--- config.mk ---
export PLATFORM = sky130hd
export DESIGN_NAME = matmul_launcher_flat
export DESIGN_NICKNAME = d
export VERILOG_FILES = /design/src/rtl/matmul_launcher_if.sv /design/src/rtl/matmul_launcher.sv /design/src/flat_wrapper.sv
export SDC_FILE = /design/constraint.sdc
export NUM_CORES = 1
export LEC_CHECK = 0
export BUFFER_PORTS_ARGS = -buffer_cell sky130_fd_sc_hd__buf_4
export CORE_MARGIN = 1.5
export CORE_UTILIZATION = 62
export CTS_BUF_LIST = sky130_fd_sc_hd__clkbuf_8
export DETAILED_ROUTE_END_ITERATION = 6
export PLACE_DENSITY = 0.88
export RECOVER_POWER = 100
export SLEW_MARGIN = 25
export SYNTH_ARGS = -nofsm -noshare
export SYNTH_HDL_FRONTEND = slang
export SYNTH_SLANG_ARGS = --single-unit
--- constraint.sdc ---
create_clock -name clk -period 4.6 [get_ports clk]
set_input_delay 1.15 -clock clk [delete_from_list [all_inputs] [get_ports clk]]
set_output_delay 1.15 -clock clk [all_outputs]
set_load 0.02 [all_outputs]
--- src/rtl/matmul_launcher_if.sv ---
// rtl/matmul_launcher_if.sv - command, response and start/done signals of the matmul launcher
interface matmul_launcher_if #(
  parameter int ID_W  = 4,
  parameter int CYC_W = 16
);
  logic             cmd_valid;
  logic [ID_W-1:0]  cmd_id;
  logic             cmd_ready;
  logic             start;
  logic             done;
  logic             rsp_valid;
  logic             rsp_ready;
  logic [ID_W-1:0]  rsp_id;
  logic [CYC_W-1:0] rsp_cycles;
  logic [1:0]       rsp_err;

  // Launcher side: takes commands and done, produces start and responses
  modport slave (
    input  cmd_valid, cmd_id, done, rsp_ready,
    output cmd_ready, start, rsp_valid, rsp_id, rsp_cycles, rsp_err
  );

  // Environment side: issues commands, models the control path, consumes responses
  modport master (
    output cmd_valid, cmd_id, done, rsp_ready,
    input  cmd_ready, start, rsp_valid, rsp_id, rsp_cycles, rsp_err
  );
endinterface

--- src/rtl/matmul_launcher.sv ---
// rtl/matmul_launcher.sv - single-job start/done launcher with latency measurement and timeout
module matmul_launcher #(
  parameter int K       = 2,
  parameter int ID_W    = 4,
  parameter int CYC_W   = 16,
  parameter int TIMEOUT = 64,
  parameter int JCNT_W  = 16
) (
  input  logic              clk,
  input  logic              rst_n,
  matmul_launcher_if.slave  bus,
  output logic              busy,
  output logic [JCNT_W-1:0] jobs_done
);

  typedef enum logic [1:0] {
    S_IDLE    = 2'd0,
    S_ISSUE   = 2'd1,
    S_RELEASE = 2'd2,
    S_RESP    = 2'd3
  } state_t;

  localparam logic [1:0]       ERR_OK      = 2'd0;
  localparam logic [1:0]       ERR_TIMEOUT = 2'd1;
  localparam logic [1:0]       ERR_EARLY   = 2'd2;
  localparam logic [CYC_W-1:0] NOM_C       = CYC_W'(K + 3);
  localparam logic [CYC_W-1:0] TO_C        = CYC_W'(TIMEOUT);
  localparam logic [CYC_W-1:0] CYC_MAX     = '1;
  localparam bit               TO_EN       = (TIMEOUT != 0);

  state_t            state_q, state_d;
  logic              start_q, start_d;
  logic              rsp_valid_q, rsp_valid_d;
  logic [ID_W-1:0]   rsp_id_q, rsp_id_d;
  logic [CYC_W-1:0]  cyc_q, cyc_d;
  logic [CYC_W-1:0]  rsp_cycles_q, rsp_cycles_d;
  logic [1:0]        rsp_err_q, rsp_err_d;
  logic [JCNT_W-1:0] jobs_q, jobs_d;

  // A done still high from a previous job (e.g. late pulse after an abort) blocks a new start
  assign bus.cmd_ready  = (state_q == S_IDLE) && !bus.done;
  assign bus.start      = start_q;
  assign bus.rsp_valid  = rsp_valid_q;
  assign bus.rsp_id     = rsp_id_q;
  assign bus.rsp_cycles = rsp_cycles_q;
  assign bus.rsp_err    = rsp_err_q;
  assign busy           = (state_q != S_IDLE);
  assign jobs_done      = jobs_q;

  // Next-state and output-register logic for the job lifecycle
  always_comb begin
    state_d      = state_q;
    start_d      = start_q;
    rsp_valid_d  = rsp_valid_q;
    rsp_id_d     = rsp_id_q;
    cyc_d        = cyc_q;
    rsp_cycles_d = rsp_cycles_q;
    rsp_err_d    = rsp_err_q;
    jobs_d       = jobs_q;
    case (state_q)
      S_IDLE: begin
        if (bus.cmd_valid && bus.cmd_ready) begin
          rsp_id_d = bus.cmd_id;
          cyc_d    = '0;
          start_d  = 1'b1;
          state_d  = S_ISSUE;
        end
      end
      S_ISSUE: begin
        // done takes priority over a timeout reached in the same cycle
        if (bus.done) begin
          rsp_cycles_d = cyc_q;
          rsp_err_d    = (cyc_q < NOM_C) ? ERR_EARLY : ERR_OK;
          start_d      = 1'b0;
          state_d      = S_RELEASE;
        end else if (TO_EN && (cyc_q == TO_C)) begin
          rsp_cycles_d = cyc_q;
          rsp_err_d    = ERR_TIMEOUT;
          start_d      = 1'b0;
          state_d      = S_RELEASE;
        end else if (cyc_q != CYC_MAX) begin
          cyc_d = cyc_q + CYC_W'(1);
        end
      end
      S_RELEASE: begin
        // Complete the level handshake before reporting
        if (!bus.done) begin
          rsp_valid_d = 1'b1;
          state_d     = S_RESP;
        end
      end
      S_RESP: begin
        if (bus.rsp_ready) begin
          rsp_valid_d = 1'b0;
          jobs_d      = jobs_q + JCNT_W'(1);
          state_d     = S_IDLE;
        end
      end
      default: state_d = S_IDLE;
    endcase
  end

  // State and output registers with synchronous active-low reset
  always_ff @(posedge clk) begin
    if (!rst_n) begin
      state_q      <= S_IDLE;
      start_q      <= 1'b0;
      rsp_valid_q  <= 1'b0;
      rsp_id_q     <= '0;
      cyc_q        <= '0;
      rsp_cycles_q <= '0;
      rsp_err_q    <= ERR_OK;
      jobs_q       <= '0;
    end else begin
      state_q      <= state_d;
      start_q      <= start_d;
      rsp_valid_q  <= rsp_valid_d;
      rsp_id_q     <= rsp_id_d;
      cyc_q        <= cyc_d;
      rsp_cycles_q <= rsp_cycles_d;
      rsp_err_q    <= rsp_err_d;
      jobs_q       <= jobs_d;
    end
  end

endmodule

--- src/flat_wrapper.sv ---
// flat-port wrapper written by rule: the top's interface ports become plain ports
module matmul_launcher_flat 
#(
  parameter int K       = 2,
  parameter int ID_W    = 4,
  parameter int CYC_W   = 16,
  parameter int TIMEOUT = 64,
  parameter int JCNT_W  = 16
)
  (clk, rst_n, busy, jobs_done, bus_cmd_valid, bus_cmd_id, bus_done, bus_rsp_ready, bus_cmd_ready, bus_start, bus_rsp_valid, bus_rsp_id, bus_rsp_cycles, bus_rsp_err);
  matmul_launcher_if #(.ID_W(ID_W), .CYC_W(CYC_W)) bus_i ();
  input  logic clk;
  input  logic rst_n;
  output logic busy;
  output logic [JCNT_W-1:0] jobs_done;
  input wire logic [$bits(bus_i.cmd_valid)-1:0] bus_cmd_valid;
  input wire logic [$bits(bus_i.cmd_id)-1:0] bus_cmd_id;
  input wire logic [$bits(bus_i.done)-1:0] bus_done;
  input wire logic [$bits(bus_i.rsp_ready)-1:0] bus_rsp_ready;
  output wire logic [$bits(bus_i.cmd_ready)-1:0] bus_cmd_ready;
  output wire logic [$bits(bus_i.start)-1:0] bus_start;
  output wire logic [$bits(bus_i.rsp_valid)-1:0] bus_rsp_valid;
  output wire logic [$bits(bus_i.rsp_id)-1:0] bus_rsp_id;
  output wire logic [$bits(bus_i.rsp_cycles)-1:0] bus_rsp_cycles;
  output wire logic [$bits(bus_i.rsp_err)-1:0] bus_rsp_err;
  assign bus_i.cmd_valid = bus_cmd_valid;
  assign bus_i.cmd_id = bus_cmd_id;
  assign bus_i.done = bus_done;
  assign bus_i.rsp_ready = bus_rsp_ready;
  assign bus_cmd_ready = bus_i.cmd_ready;
  assign bus_start = bus_i.start;
  assign bus_rsp_valid = bus_i.rsp_valid;
  assign bus_rsp_id = bus_i.rsp_id;
  assign bus_rsp_cycles = bus_i.rsp_cycles;
  assign bus_rsp_err = bus_i.rsp_err;
  matmul_launcher #(.K(K), .ID_W(ID_W), .CYC_W(CYC_W), .TIMEOUT(TIMEOUT), .JCNT_W(JCNT_W)) u_core (.clk(clk), .rst_n(rst_n), .bus(bus_i), .busy(busy), .jobs_done(jobs_done));
endmodule
==> flow_summary_export.csv <==
group,metric,value,unit
worst_setup_path,cp.required,4.81,ns
clock_tree,cts_buffer_depth,2,
worst_setup_path,critPathSlowestCell,"a41oi_1",
synthesis,synth.distinct_cells,48,
worst_setup_path,path_cells,"inv_1, ha_1, and4b_1, a41oi_1, o211ai_1, a21oi_1, o32ai_1",
routing,vias_per_cell,6.09,
global_route,antenna_found_initial,0,
worst_setup_path,cp-start-kind,"flop",
finish,final_common_cell,"dfxtp_1",
clock_tree,root_buffer,"clkbuf_8",
clock_tree,htree_levels,3,
finish,filler_cell_count,358,
routing,wl_per_cell,15.4,um
worst_setup_path,path_class,"reg -> reg",
worst_setup_path,cpPeakStageDelay,1.20,ns
synthesis,synth_edf_count,0,
routing,vias,2527,
clock_tree,cts.clk_slew.worst_paths,0.06,ns
routing,drc_errors,0,
outcome,violations,"max-capacitance violations, max-slew violations",
pwr,leakagePower,1.16,nW
hold_path,hold_class,"reg -> reg",
placement,dpl.hpwl,4.28,mm
clock_tree,clk-insertion-delay-late,0.34,ns
global_route,grt_use_total,27.0,%
routing,ant_nets,0,
timing,setup-violations-final,0,
floorplan,start_util,65.9,%
clock_tree,cts_sinks,58,
global_route,grt_max_degree,47,
timing,tightest_slew,1.58,ns
finish,insertedDiodeCount,0,
floorplan,die_area,0.00478,sq mm
timing,fmax,0.280,GHz
clock_tree,cts.repair.resized,0,
worst_setup_path,crit_fanout,19,
timing,hold_violations,0,
global_route,grt_pass1_wl,10.5,mm
synthesis,synth_ff_type,"dfxtp_1",
worst_setup_path,crit_buf_inv,1,
finish,syn_to_final_growth,14.2,%
timing,maxSlewViolCount,15,
synthesis,synth_area,0.00271,sq mm
synthesis,synth_warnings,0,
floorplan,die_h,69.1,um
clock_tree,cts_buffers,9,
synthesis,synth-seq-area-share,42.8,%
outcome,status,"complete, but fails checks",
worst_setup_path,critPathCaptureType,"flop",
finish,drive_above_1_share,7.12,%
floorplan,fp.dieW,69.1,um
floorplan,io_pins,51,
timing,period_needed,3.57,ns
finish,num-nets-final,376,
flow_run,cap_violations,1,
routing,dr.pass1.iters,7,
placement,portBuffers,50,
timing,whs,0.487,ns
timing,tns,0,ns
pwr,cellPowerDensity,418,mW/mm^2
global_route,grt_pass1_vias,2274,
global_route,overflow,0,
routing,drt-initial-drc-count,210,
synthesis,synth_cells,312,
floorplan,rows,23,
worst_setup_path,cp.arrival,3.78,ns
timing,rsz0062_at_grt,"false",
placement,gp_congestion,0.901,
finish,mostFrequentLayoutCells,"dfxtp_1, nor2_1, clkbuf_1",
synthesis,syn_avg_cell_area,8.69,sq um
synthesis,async_flop_share,0,%
clock_tree,cts_hold_buffers,0,
clock_tree,post-cts-setup-buffers,0,
clock_tree,cts_tree,"done",
worst_setup_path,crit_family,"compound AO/OA/AOI/OAI gates",
routing,drt_wl_total,6.38,mm
timing,relSlewSlack,-6.96,%
synthesis,ys_ff_latch,58,
timing,skew,0.00871,ns
floorplan,core-area,0.00412,sq mm
timing,period_share,77.6,%
pwr,ir_drop,0.386,mV
synthesis,syn-num-nets,328,
[where the power goes]
part,leakage [nW],internal [mW],switching (mW)
Sequential,0.468,0.519,0.0140
Clock,0.113,0.273,0.193
Combinational,0.581,0.0960,0.198
[area by class of cell]
cell class / count / area, sq um / area share (%)
clock buffers: 11 / 151 / 4.89
clock inverters: 5 / 46.3 / 1.49
inverters: 12 / 45.0 / 1.45
multi-input cells: 228 / 1410 / 45.6
flip-flops and latches: 58 / 1160 / 37.5
well taps: 50 / 62.6 / 2.02
repair buffers: 51 / 218 / 7.03
[through the flow]
step	worst slack (ns)	utilization (%)	instance area, sq um	std cells	total power [mW]
final	1.03	75.3	3100	415	1.29
after global routing	0.705	75.3	3100	415	1.35
after CTS	1.68	79.9	3290	415	1.32
after detailed placement	1.41	75.1	3090	399	0.850
after global placement	1.51	75.1	3090	399	0.840
after floorplan	1.82	-	2710	312	0.774
[logic make-up after synthesis]
kind of cell    Yosys count  share of synthesized area (%)
xor+xnor                 11                           3.55
mux                      15                           5.53
simple gates            130                           24.1
flops                    58                           42.8
buf+inv                  26                           4.10
compound gates           65                           16.7
fa+ha+maj                 7                           3.23
[Yosys cell counts (4+ instances only)]
cell / instances / area share, %
a21oi_1: 22 / 4.1
clkbuf_1: 9 / 1.2
dfxtp_1: 58 / 43
ha_1: 7 / 3.2
inv_1: 11 / 1.5
mux2i_1: 15 / 5.5
nand2_1: 25 / 3.5
nand3_1: 11 / 2.0
nand4_1: 9 / 2.1
nor2_1: 47 / 6.5
nor3_1: 6 / 1.1
nor4_1: 6 / 1.4
o211ai_1: 5 / 1.4
o21ai_0: 8 / 1.5
o21ai_1: 4 / 0.74
o31a_1: 5 / 1.6
o32ai_1: 6 / 1.9
o41ai_1: 5 / 1.6
or3_1: 6 / 1.4
xnor2_1: 7 / 2.3
xor2_1: 4 / 1.3
[tightest hold or removal path, delay by kind of cell (launching register included)]
family,cells,cell delay (ns)
AOI/OAI and AO/OA,1,0.05
DFF,1,0.33
and+or+nand+nor,1,0.06
[per-layer routing]
metal  part of all wire [%]  routed length, um  global-route usage (%)
met1                     44               2800                    34.4
met2                     47               3020                    42.1
met3                    7.5                477                    9.94
met4                    1.3                 86                    9.37
met5                      0                  0                       0
[sequential cells by signal (all words and copies together) (netlist names)]
| register | cells |
|---|---|
| u_core.bus.rsp_cycles | 16 |
| u_core.cyc_q | 16 |
| u_core.jobs_done | 16 |
| u_core.bus.rsp_id | 4 |
| u_core.bus.rsp_err | 2 |
| u_core.state_q | 2 |
| u_core.bus.rsp_valid | 1 |
| u_core.bus.start | 1 |
[final timing paths]
kind	from	to	slack, ns	cells past startpoint
max	u_core.state_q[1]	u_core.cyc_q[8]	1.03	7
min	u_core.jobs_done[1]	u_core.jobs_done[1]	0.49	2
max reg2reg	u_core.state_q[1]	u_core.cyc_q[8]	1.03	7
min reg2reg	u_core.jobs_done[1]	u_core.jobs_done[1]	0.49	2
Power figures use the tool's default switching activity.
